### src/rtl/rv32i_defs.sv
// Shared RV32I core definitions: write-back state encodings and load funct3 codes.
package rv32i_defs;

  localparam logic [2:0] WB_IDLE   = 3'b000;
  localparam logic [2:0] WB_LDWAIT = 3'b001;
  localparam logic [2:0] WB_WRITE  = 3'b010;
  localparam logic [2:0] WB_DONE   = 3'b011;

  localparam logic [2:0] F3_LB  = 3'b000;
  localparam logic [2:0] F3_LH  = 3'b001;
  localparam logic [2:0] F3_LW  = 3'b010;
  localparam logic [2:0] F3_LBU = 3'b100;
  localparam logic [2:0] F3_LHU = 3'b101;

endpackage

### src/rtl/load_align.sv
// Combinational load data aligner: selects byte/halfword by address offset and extends.
module load_align
  import rv32i_defs::*;
(
  input  logic [2:0]  funct3,
  input  logic [1:0]  ofs,
  input  logic [31:0] rdata,
  output logic [31:0] result
);

  logic [7:0]  w_byte;
  logic [15:0] w_half;

  always_comb begin
    w_byte = 8'h00;
    case (ofs)
      2'd0:    w_byte = rdata[7:0];
      2'd1:    w_byte = rdata[15:8];
      2'd2:    w_byte = rdata[23:16];
      default: w_byte = rdata[31:24];
    endcase
  end

  // ofs[0] is ignored for halfwords; misaligned halves are not split.
  assign w_half = ofs[1] ? rdata[31:16] : rdata[15:0];

  always_comb begin
    result = rdata;
    case (funct3)
      F3_LB:   result = {{24{w_byte[7]}}, w_byte};
      F3_LH:   result = {{16{w_half[15]}}, w_half};
      F3_LBU:  result = {24'h000000, w_byte};
      F3_LHU:  result = {16'h0000, w_half};
      default: result = rdata;
    endcase
  end

endmodule

### src/rtl/write_back.sv
// Write-back stage: captures the result source on start, waits for load data if needed,
// then issues one register-file write and reports completion.
//
// state     | meaning
// WB_IDLE   | waiting for a start pulse
// WB_LDWAIT | waiting for load data (stall ignored, bounded by LD_TIMEOUT)
// WB_WRITE  | issuing the register-file write (held while stalled)
// WB_DONE   | one-cycle completion pulse
module write_back
  import rv32i_defs::*;
#(
  parameter int LD_TIMEOUT = 15
) (
  input  logic        clk,
  input  logic        rst,
  input  logic        stall,
  input  logic        cpu_stat_wb,
  input  logic [4:0]  rd_adr_ma,
  input  logic        rd_wen_ma,
  input  logic        is_load_ma,
  input  logic [2:0]  ld_funct3_ma,
  input  logic [1:0]  ld_adr_ma,
  input  logic [31:0] alu_result_ma,
  input  logic [31:0] dmem_rdata,
  input  logic        dmem_rvalid,
  output logic        wbk_rd_reg_wb,
  output logic [4:0]  rd_adr_wb,
  output logic [31:0] wbk_data_wb,
  output logic        wb_run,
  output logic        wb_done,
  output logic        ld_timeout_err
);

  localparam logic [3:0] LD_TO = 4'(LD_TIMEOUT);

  logic [2:0]  r_state;
  logic [3:0]  r_cnt;
  logic [4:0]  r_rd_adr;
  logic        r_rd_wen;
  logic [2:0]  r_funct3;
  logic [1:0]  r_ofs;
  logic [31:0] r_data;
  logic        r_err;
  logic [31:0] w_aligned;
  logic        w_start;

  load_align u_load_align (
    .funct3 (r_funct3),
    .ofs    (r_ofs),
    .rdata  (dmem_rdata),
    .result (w_aligned)
  );

  assign w_start = (r_state == WB_IDLE) && cpu_stat_wb && !stall;

  always_ff @(posedge clk) begin
    if (rst) begin
      r_state  <= WB_IDLE;
      r_cnt    <= 4'd0;
      r_rd_adr <= 5'd0;
      r_rd_wen <= 1'b0;
      r_funct3 <= 3'd0;
      r_ofs    <= 2'd0;
      r_data   <= 32'd0;
      r_err    <= 1'b0;
    end else begin
      case (r_state)
        WB_IDLE: begin
          if (w_start) begin
            r_rd_adr <= rd_adr_ma;
            r_rd_wen <= rd_wen_ma;
            r_funct3 <= ld_funct3_ma;
            r_ofs    <= ld_adr_ma;
            r_data   <= alu_result_ma;
            r_err    <= 1'b0;
            r_cnt    <= 4'd0;
            r_state  <= is_load_ma ? WB_LDWAIT : WB_WRITE;
          end
        end
        WB_LDWAIT: begin
          // Arriving data wins over a same-cycle timeout.
          if (dmem_rvalid) begin
            r_data  <= w_aligned;
            r_state <= WB_WRITE;
          end else if (r_cnt == LD_TO) begin
            r_err    <= 1'b1;
            r_rd_wen <= 1'b0;
            r_state  <= WB_WRITE;
          end else begin
            r_cnt <= r_cnt + 4'd1;
          end
        end
        WB_WRITE: begin
          if (!stall) r_state <= WB_DONE;
        end
        WB_DONE: r_state <= WB_IDLE;
        default: r_state <= WB_IDLE;
      endcase
    end
  end

  assign wbk_rd_reg_wb  = (r_state == WB_WRITE) && !stall && r_rd_wen && (r_rd_adr != 5'd0);
  assign rd_adr_wb      = r_rd_adr;
  assign wbk_data_wb    = r_data;
  assign wb_done        = (r_state == WB_DONE);
  assign ld_timeout_err = r_err;
  assign wb_run         = ((r_state != WB_IDLE) && (r_state != WB_DONE)) ||
                          (cpu_stat_wb && (r_state == WB_IDLE));

endmodule
### config.mk
export PLATFORM = sky130hd
export DESIGN_NAME = write_back
export DESIGN_NICKNAME = d
export VERILOG_FILES = /design/src/rtl/rv32i_defs.sv /design/src/rtl/load_align.sv /design/src/rtl/write_back.sv
export SDC_FILE = /design/constraint.sdc
export NUM_CORES = 1
export LEC_CHECK = 0
export BUFFER_PORTS_ARGS = -buffer_cell sky130_fd_sc_hd__buf_2
export CAP_MARGIN = 40
export CORE_ASPECT_RATIO = 1.25
export CORE_UTILIZATION = 51
export DETAILED_ROUTE_END_ITERATION = 8
export GPL_ROUTABILITY_DRIVEN = 0
export GPL_TIMING_DRIVEN = 0
export PLACE_DENSITY = 0.83
export SYNTH_ARGS = -nofsm -noshare
export SYNTH_HDL_FRONTEND = slang
export SYNTH_SLANG_ARGS = --single-unit
### constraint.sdc
create_clock -name clk -period 2.9 [get_ports clk]
set_input_delay 0 -clock clk [delete_from_list [all_inputs] [get_ports clk]]
set_output_delay 0 -clock clk [all_outputs]
set_load 0.02 [all_outputs]
==> results of run 1 <==
## per-stage QoR
stage / setup slack, ns / power (uW) / cells / util / area, um^2
2_1_floorplan: 1.13 / 2170 / 311 / - / 2720
3_3_place_gp: 0.870 / 2630 / 493 / 0.664 / 3400
3_5_place_dp: 0.810 / 2670 / 493 / 0.664 / 3400
4_1_cts: 0.799 / 3120 / 527 / 0.734 / 3750
5_1_grt: 0.669 / 3330 / 527 / 0.734 / 3750
6_report: 0.764 / 3150 / 527 / 0.734 / 3750
## worst reg2reg max path: stages, from the launching register on
cell and delay, ns:
dfxtp_1 0.44, inv_1 0.11, ha_1 0.24, mux2i_2 0.28
a21oi_4 0.11, nor2_1 0.47, buf_4 0.28, o2bb2ai_1 0.14
## cell families (layout without fill, tap and decap cells)
family,after synthesis,count (layout),share of synthesized area
AOI/OAI and AO/OA,134,134,0.346
buffers and inverters,33,187,0.0634
and+or+nand+nor,76,76,0.145
muxes,12,12,0.0501
adders and majority gates,6,6,0.0276
DFF,50,50,0.368
## flip-flops by register name (all words and copies together), names as in the netlist
name / cells
r_state: 2
ld_timeout_err: 1
r_rd_wen: 1
wbk_data_wb: 32
r_ofs: 2
r_cnt: 4
rd_adr_wb: 5
r_funct3: 3
## routing by layer
metal	vias to the layer above	part of all wire	track usage
li1	1506	-	-
met1	1450	0.39	0.382
met2	182	0.49	0.519
met3	35	0.082	0.0943
met4	0	0.035	0.149
met5	-	0	0
## synth_stat cells (all sizes together), types with 4 or more instances
master   count  share of area
o31ai        4          0.016
a221o        7          0.026
inv          8          0.011
clkbuf       9          0.012
nor2b       10          0.023
mux2i       12          0.050
nor2        11          0.015
o221ai       8          0.026
a221oi       9          0.029
nand2       26          0.036
o22ai       24          0.055
o2bb2ai     16          0.054
ha           6          0.028
nand2b       4         0.0092
nand3       14          0.026
a21oi       42          0.081
dfxtp       50           0.37
buf         15          0.039
o21ai       18          0.033
## power by group through the flow
stage	Sequential, uW	Combinational (uW)	Clock [uW]
5_1_grt	1100	1770	454
3_5_place_dp	1080	1590	0
2_1_floorplan	1340	839	0
3_3_place_gp	1070	1560	0
4_1_cts	1070	1620	430
6_report	1080	1650	430
## layout by cell type, fill, tap and decap left out, types with 3 or more instances in the layout
master and instances:
nand2_1 26, dlygate4sd3_1 26, o22ai_1 24, o31ai_1 3, dfxtp_1 50, clkbuf_8 6
mux2i_1 10, a21oi_1 41, inv_1 8, o21ai_0 18, ha_1 6, nor2_1 11
nand3_1 14, nor2b_1 10, or4_1 3, buf_6 4, buf_2 129, a221o_1 7
nand2b_1 4, o221ai_1 8, o2bb2ai_1 15, clkbuf_1 9, a221oi_1 9
## layout make-up
class                   count  area [um^2]
plain buffers              24          139
clock buffers               6         82.6
clock inverters             2         12.5
fillers                   390         1360
inverters                   9         33.8
multi-input cells         228         1550
flip-flops and latches     50         1000
well taps                  62         77.6
repair buffers            146          861
## repair_timing
action                                 in CTS  in global routing
setup buffers                               0                  0
endpoints found under the hold margin      26                  0
setup endpoints to repair                   0                  0
hold buffers                               26                  0
## final timing paths
check	depth (start not counted)	start	slack (ns)	end
min reg2reg	1	wbk_data_wb[28]	0.47	wbk_data_wb[28]
min	3	alu_result_ma[19]	0.009	wbk_data_wb[19]
max reg2reg	7	r_state[1]	0.76	wbk_data_wb[23]
max	7	r_state[1]	0.76	wbk_data_wb[23]
==> out/qor.yml, run 1 <==
outcome:
  outcome: "completed"
power:
  cellLeakagePower_uw: 0.00158
  power_density_nw_per_um2: 840
  comb_power_share: 0.522
  seqPwrFrac: 0.341
  p_switching_uw: 1410
  pwr-share-clk: 0.136
  switching_share: 0.447
  p_int_uw: 1740
  peakVddDrop_mv: 0.536
floorplanning:
  dieArea_um2: 5630
  die_width_um: 67.3
  ios: 122
  die_y_um: 83.7
  rows: 29
  core_area_um2: 5120
  start_util: 0.532
clocking:
  h-tree-depth: 2
  cts_resized: 0
  cts_buffers: 5
  cts_sinks: 50
  clk_pin_slew_ns: 0.09
  clk_latency_ns: 0.31
  cts_buffer_depth: 2
  cts_root_buf: "clkbuf_8"
  cts_tree: "yes"
detailed_routing:
  vias: 3173
  drt_iter0_markers: 327
  wl_per_cell_um: 16.9
  routed_wirelength_mm: 8.93
  avgViaCountPerCell: 6.02
  ant_nets: 0
  dr.pass1.iters: 5
  drcViolationCount: 0
cells_and_area:
  antenna_cells: 0
  nets: 551
  area_delta_synth_final_pct: 38.0
  drive_gt1_frac: 0.327
setup_path:
  endpoint_kind: "flip-flop"
  critical_path_arrival_ns: 2.37
  crit_chain: "inv_1 -> ha_1 -> mux2i_2 -> a21oi_4 -> nor2_1 -> buf_4 -> o2bb2ai_1"
  worstSetupPathType: "flip-flop to flip-flop"
  crit_family: "simple AND/OR/NAND/NOR gates"
  cpPeakStageDelay_ns: 0.47
  path_max_fanout: 10
  cp-start-kind: "flip-flop"
  crit_buf_inv: 2
  critPathSlowestCell: "nor2_1"
  crit_required_ns: 3.14
synthesis:
  synth_warnings: 0
  synth_flop_cell: "dfxtp_1"
  synth_cell_type_count: 41
  synth_edf_count: 0
  syn_avg_cell_area_um2: 8.75
  syn_nets: 398
  syn-cell-area_um2: 2720
  synth_cells: 311
  async_reset_ff_frac: 0
  ys_seq_elements: 50
  seq_area_frac_synth: 0.368
sta:
  fmaxAchievable_mhz: 468
  setup_viol: 0
  rsz0062_at_grt: "false"
  setup_tns_ns: 0
  min_period_over_period: 0.737
  tightest_slew_ns: 0.597
  holdWs_ns: 0.00893
  clock_skew_ns: 0.00889
  slew_headroom: 0.599
  fin_crit_ns: 2.14
  hold_viol_final: 0
  slew_violations: 0
global_route:
  antenna_found_initial: 0
  grt_overflow_total: 0
  grt_pass1_vias: 3005
  grt_first_pass_wirelength_mm: 13.9
  grt_max_degree: 16
  grtUsageTotal: 0.322
placement:
  port_buffers: 120
  dp_hpwl_mm: 6.38
run:
  maxCapViolations: 0
min_path:
  hold_path.class: "input port to flip-flop"
No activity file was read; power rests on OpenSTA's default activity.
==> inputs of run 2 (changes only) <==
--- a/config.mk
+++ b/config.mk
@@ -5,14 +5,15 @@
 export SDC_FILE = /design/constraint.sdc
 export NUM_CORES = 1
 export LEC_CHECK = 0
+export ABC_AREA = 1
 export BUFFER_PORTS_ARGS = -buffer_cell sky130_fd_sc_hd__buf_2
 export CAP_MARGIN = 40
 export CORE_ASPECT_RATIO = 1.25
-export CORE_UTILIZATION = 51
+export CORE_UTILIZATION = 44
 export DETAILED_ROUTE_END_ITERATION = 8
 export GPL_ROUTABILITY_DRIVEN = 0
 export GPL_TIMING_DRIVEN = 0
-export PLACE_DENSITY = 0.83
+export PLACE_DENSITY = 0.74
 export SYNTH_ARGS = -nofsm -noshare
 export SYNTH_HDL_FRONTEND = slang
 export SYNTH_SLANG_ARGS = --single-unit
==> constraint.sdc (replaced) <==
create_clock -name clk -period 1.8 [get_ports clk]
set_input_delay 0 -clock clk [delete_from_list [all_inputs] [get_ports clk]]
set_output_delay 0 -clock clk [all_outputs]
set_load 0.02 [all_outputs]
==> run 2 against run 1 <==
The flow now finishes with violations (negative hold slack). Non-clock buffer count up 9. Critical path type unchanged. Clock power increased by 54%. Hold slack worse by 0.0096 ns.
==> out/qor.yml, run 2 <==
synthesis:
  synth_warnings: 0
  synth_edf_count: 0
  synth_cell_type_count: 29
  syn_avg_cell_area_um2: 6.85
  synthSimpleGateAreaFrac: 0.251
  synthAdderAreaFrac: 0.0253
  synth_cells: 434
  synthTopCellsByArea: "dfxtp_1, a21oi_1, o21ai_0"
  async_reset_ff_frac: 0
  ys_top_cells_by_count: "a21oi_1, nand2_1, o21ai_0"
  synth_top_cell_by_area: "dfxtp_1"
  synthMostInstantiatedCell: "a21oi_1"
  seq_area_frac_synth: 0.337
  synth_flop_cell: "dfxtp_1"
  synth_xor_area_frac: 0.00295
  synth_compound_area_frac: 0.291
  syn_nets: 521
  syn-cell-area_um2: 2970
  synth_top_area_share: 0.337
  synth_top_family_by_area: "compound AO/OA/AOI/OAI gates"
  synthMuxAreaShare: 0
  ys_seq_elements: 50
detailed_routing:
  route.met2.wl_mm: 4.93
  drt_iter0_markers: 235
  dr.pass1.iters: 6
  avgViaCountPerCell: 5.39
  drt-met1-wl_mm: 4.09
  routed_wirelength_mm: 10.0
  top_layer_used: "met4"
  vias: 3648
  wl_per_cell_um: 14.8
  wl_met3_um: 637
  drcViolationCount: 0
  ant_nets: 0
setup_path:
  cpPeakStageDelay_ns: 0.35
  crit_chain: "inv_2 -> ha_1 -> buf_6 -> nand3_4 -> nand2_4 -> nand2_4 -> inv_2 -> buf_6 -> buf_8 -> o21ai_1 -> a21oi_1"
  reg2reg_depth: 11
  crit_required_ns: 2.03
  worstSetupPathType: "flip-flop to flip-flop"
  r2r_start: "r_state[1]"
  crit_family: "buffers and inverters"
  cp-start-kind: "flip-flop"
  crit_cells: 11
  path_max_fanout: 10
  crit_buf_inv: 5
  critPathSlowestCell: "dfxtp_2"
  critical_path_arrival_ns: 1.94
  startpoint: "r_state[1]"
  endpoint_kind: "flip-flop"
power:
  power_density_nw_per_um2: 1320
  cellLeakagePower_uw: 0.00198
  report.power.total_uw: 5390
  peakVddDrop_mv: 1.12
cells_and_area:
  nets: 678
  fin_util: 0.624
  area_delta_synth_final_pct: 37.0
  layout_common_cells: "buf_2, a21oi_1, nand2_1, o21ai_0, dfxtp_1"
  drive_gt1_frac: 0.320
  final_common_cell: "buf_2"
  antenna_cells: 0
  largest_reg_flops: 32
clocking:
  cts_root_buf: "clkbuf_8"
  clk_latency_ns: 0.30
  cts_buffer_depth: 2
  clk_pin_slew_ns: 0.09
  h-tree-depth: 2
  cts_sinks: 50
  cts_tree: "yes"
  cts_buffers: 5
sta:
  fmaxAchievable_mhz: 585
  slew_violations: 0
  hold_viol_final: 1
  setup_viol: 0
  tightest_slew_ns: 0.523
  fin_crit_ns: 1.71
  holdWs_ns: -0.000675
  min_period_over_period: 0.949
  rsz0062_at_grt: "true"
  slew_headroom: 0.651
  clock_skew_ns: 0.00512
outcome:
  violations: "negative hold slack"
  outcome: "finished, violations left"
floorplanning:
  die_y_um: 93.9
  start_util: 0.456
  ios: 122
  die_width_um: 75.5
  dieArea_um2: 7090
  rows: 33
  core_area_um2: 6520
global_route:
  grt_overflow_total: 0
  grt_pass1_vias: 3358
  grt_max_degree: 14
  antenna_found_initial: 0
  grt_first_pass_wirelength_mm: 15.5
  grtUsageTotal: 0.287
placement:
  dp_hpwl_mm: 7.28
  port_buffers: 121
min_path:
  hold_path.class: "input port to flip-flop"
  min_from: "alu_result_ma[6]"
  hold_depth: 3
run:
  maxCapViolations: 0
[run 2: changes by cell type after synthesis, sizes merged, moves of 8 or more]
cell	delta
o2bb2ai	-16
o21ai	+45
o211ai	+8
inv	+17
o22ai	-24
a221oi	-9
mux2i	-12
a21oi	+50
o221ai	-8
nor2b	-10
or2	+16
nand3	+22
nor2	+16
nand2	+49
[run 2: per-stage QoR]
| step | hold WS (ns) | cells | TNS [ns] | worst slack (ns) | cell area, um^2 |
|---|---|---|---|---|---|
| final | -0.000675 | 677 | 0 | 0.0914 | 4070 |
| after CTS | 0.00254 | 673 | 0 | 0.0109 | 4020 |
| after floorplan | 0.0691 | 434 | 0 | 0.193 | 2970 |
| after global routing | 0.0215 | 677 | -0.00778 | -0.00778 | 4070 |
| after global placement | 0.262 | 642 | -1.25 | -0.0827 | 3690 |
| after detailed placement | 0.273 | 642 | -2.52 | -0.147 | 3690 |
[run 2: layout make-up]
cell class,count,area [um^2]
Sequential cell,50,1010
Tap cell,87,109
Clock buffer,6,82.6
Buffer,29,191
Multi-Input combinational cell,329,1700
Timing Repair Buffer,150,881
Fill cell,638,2450
Inverter,26,100
[run 2: report_power, final]
| part | internal, uW | switching, uW |
|---|---|---|
| clock network | 298 | 364 |
| registers | 1410 | 171 |
| logic | 1160 | 1990 |
| total | 2870 | 2520 |
[run 2: timing repair]
item / in CTS / in global routing
hold endpoints to repair: 28 / 0
setup buffers: 2 / 4
endpoints found under the setup margin: 34 / 37
hold buffers: 23 / 0
resized for setup: 6 / 8
pin swaps: 1 / 1
[run 2: path summary, 6_finish.rpt]
| check | slack (ns) | to |
|---|---|---|
| worst min register to register | 0.49 | ld_timeout_err |
| worst max register to register | 0.09 | wbk_data_wb[29] |
| worst min-delay path | -0.0007 | wbk_data_wb[6] |
| worst max-delay path | 0.09 | wbk_data_wb[29] |
[run 2: kinds of logic (layout without fill, tap and decap cells)]
family          after synthesis  in the layout
buf+inv                      55            211
compound gates              163            163
flops                        50             50
simple gates                159            159
fa+ha+maj                     6              6
xor+xnor                      1              1
[run 2: per-layer routing]
layer	up-vias	GRT usage
met2	177	0.501
met3	31	0.0354
met1	1656	0.344
li1	1784	-
met4	0	0.123
met5	-	0
[run 2: worst min-delay path, cell delays in order]
cell and delay, ns:
buf_2 0.08, a21oi_1 0.06, a21oi_1 0.13
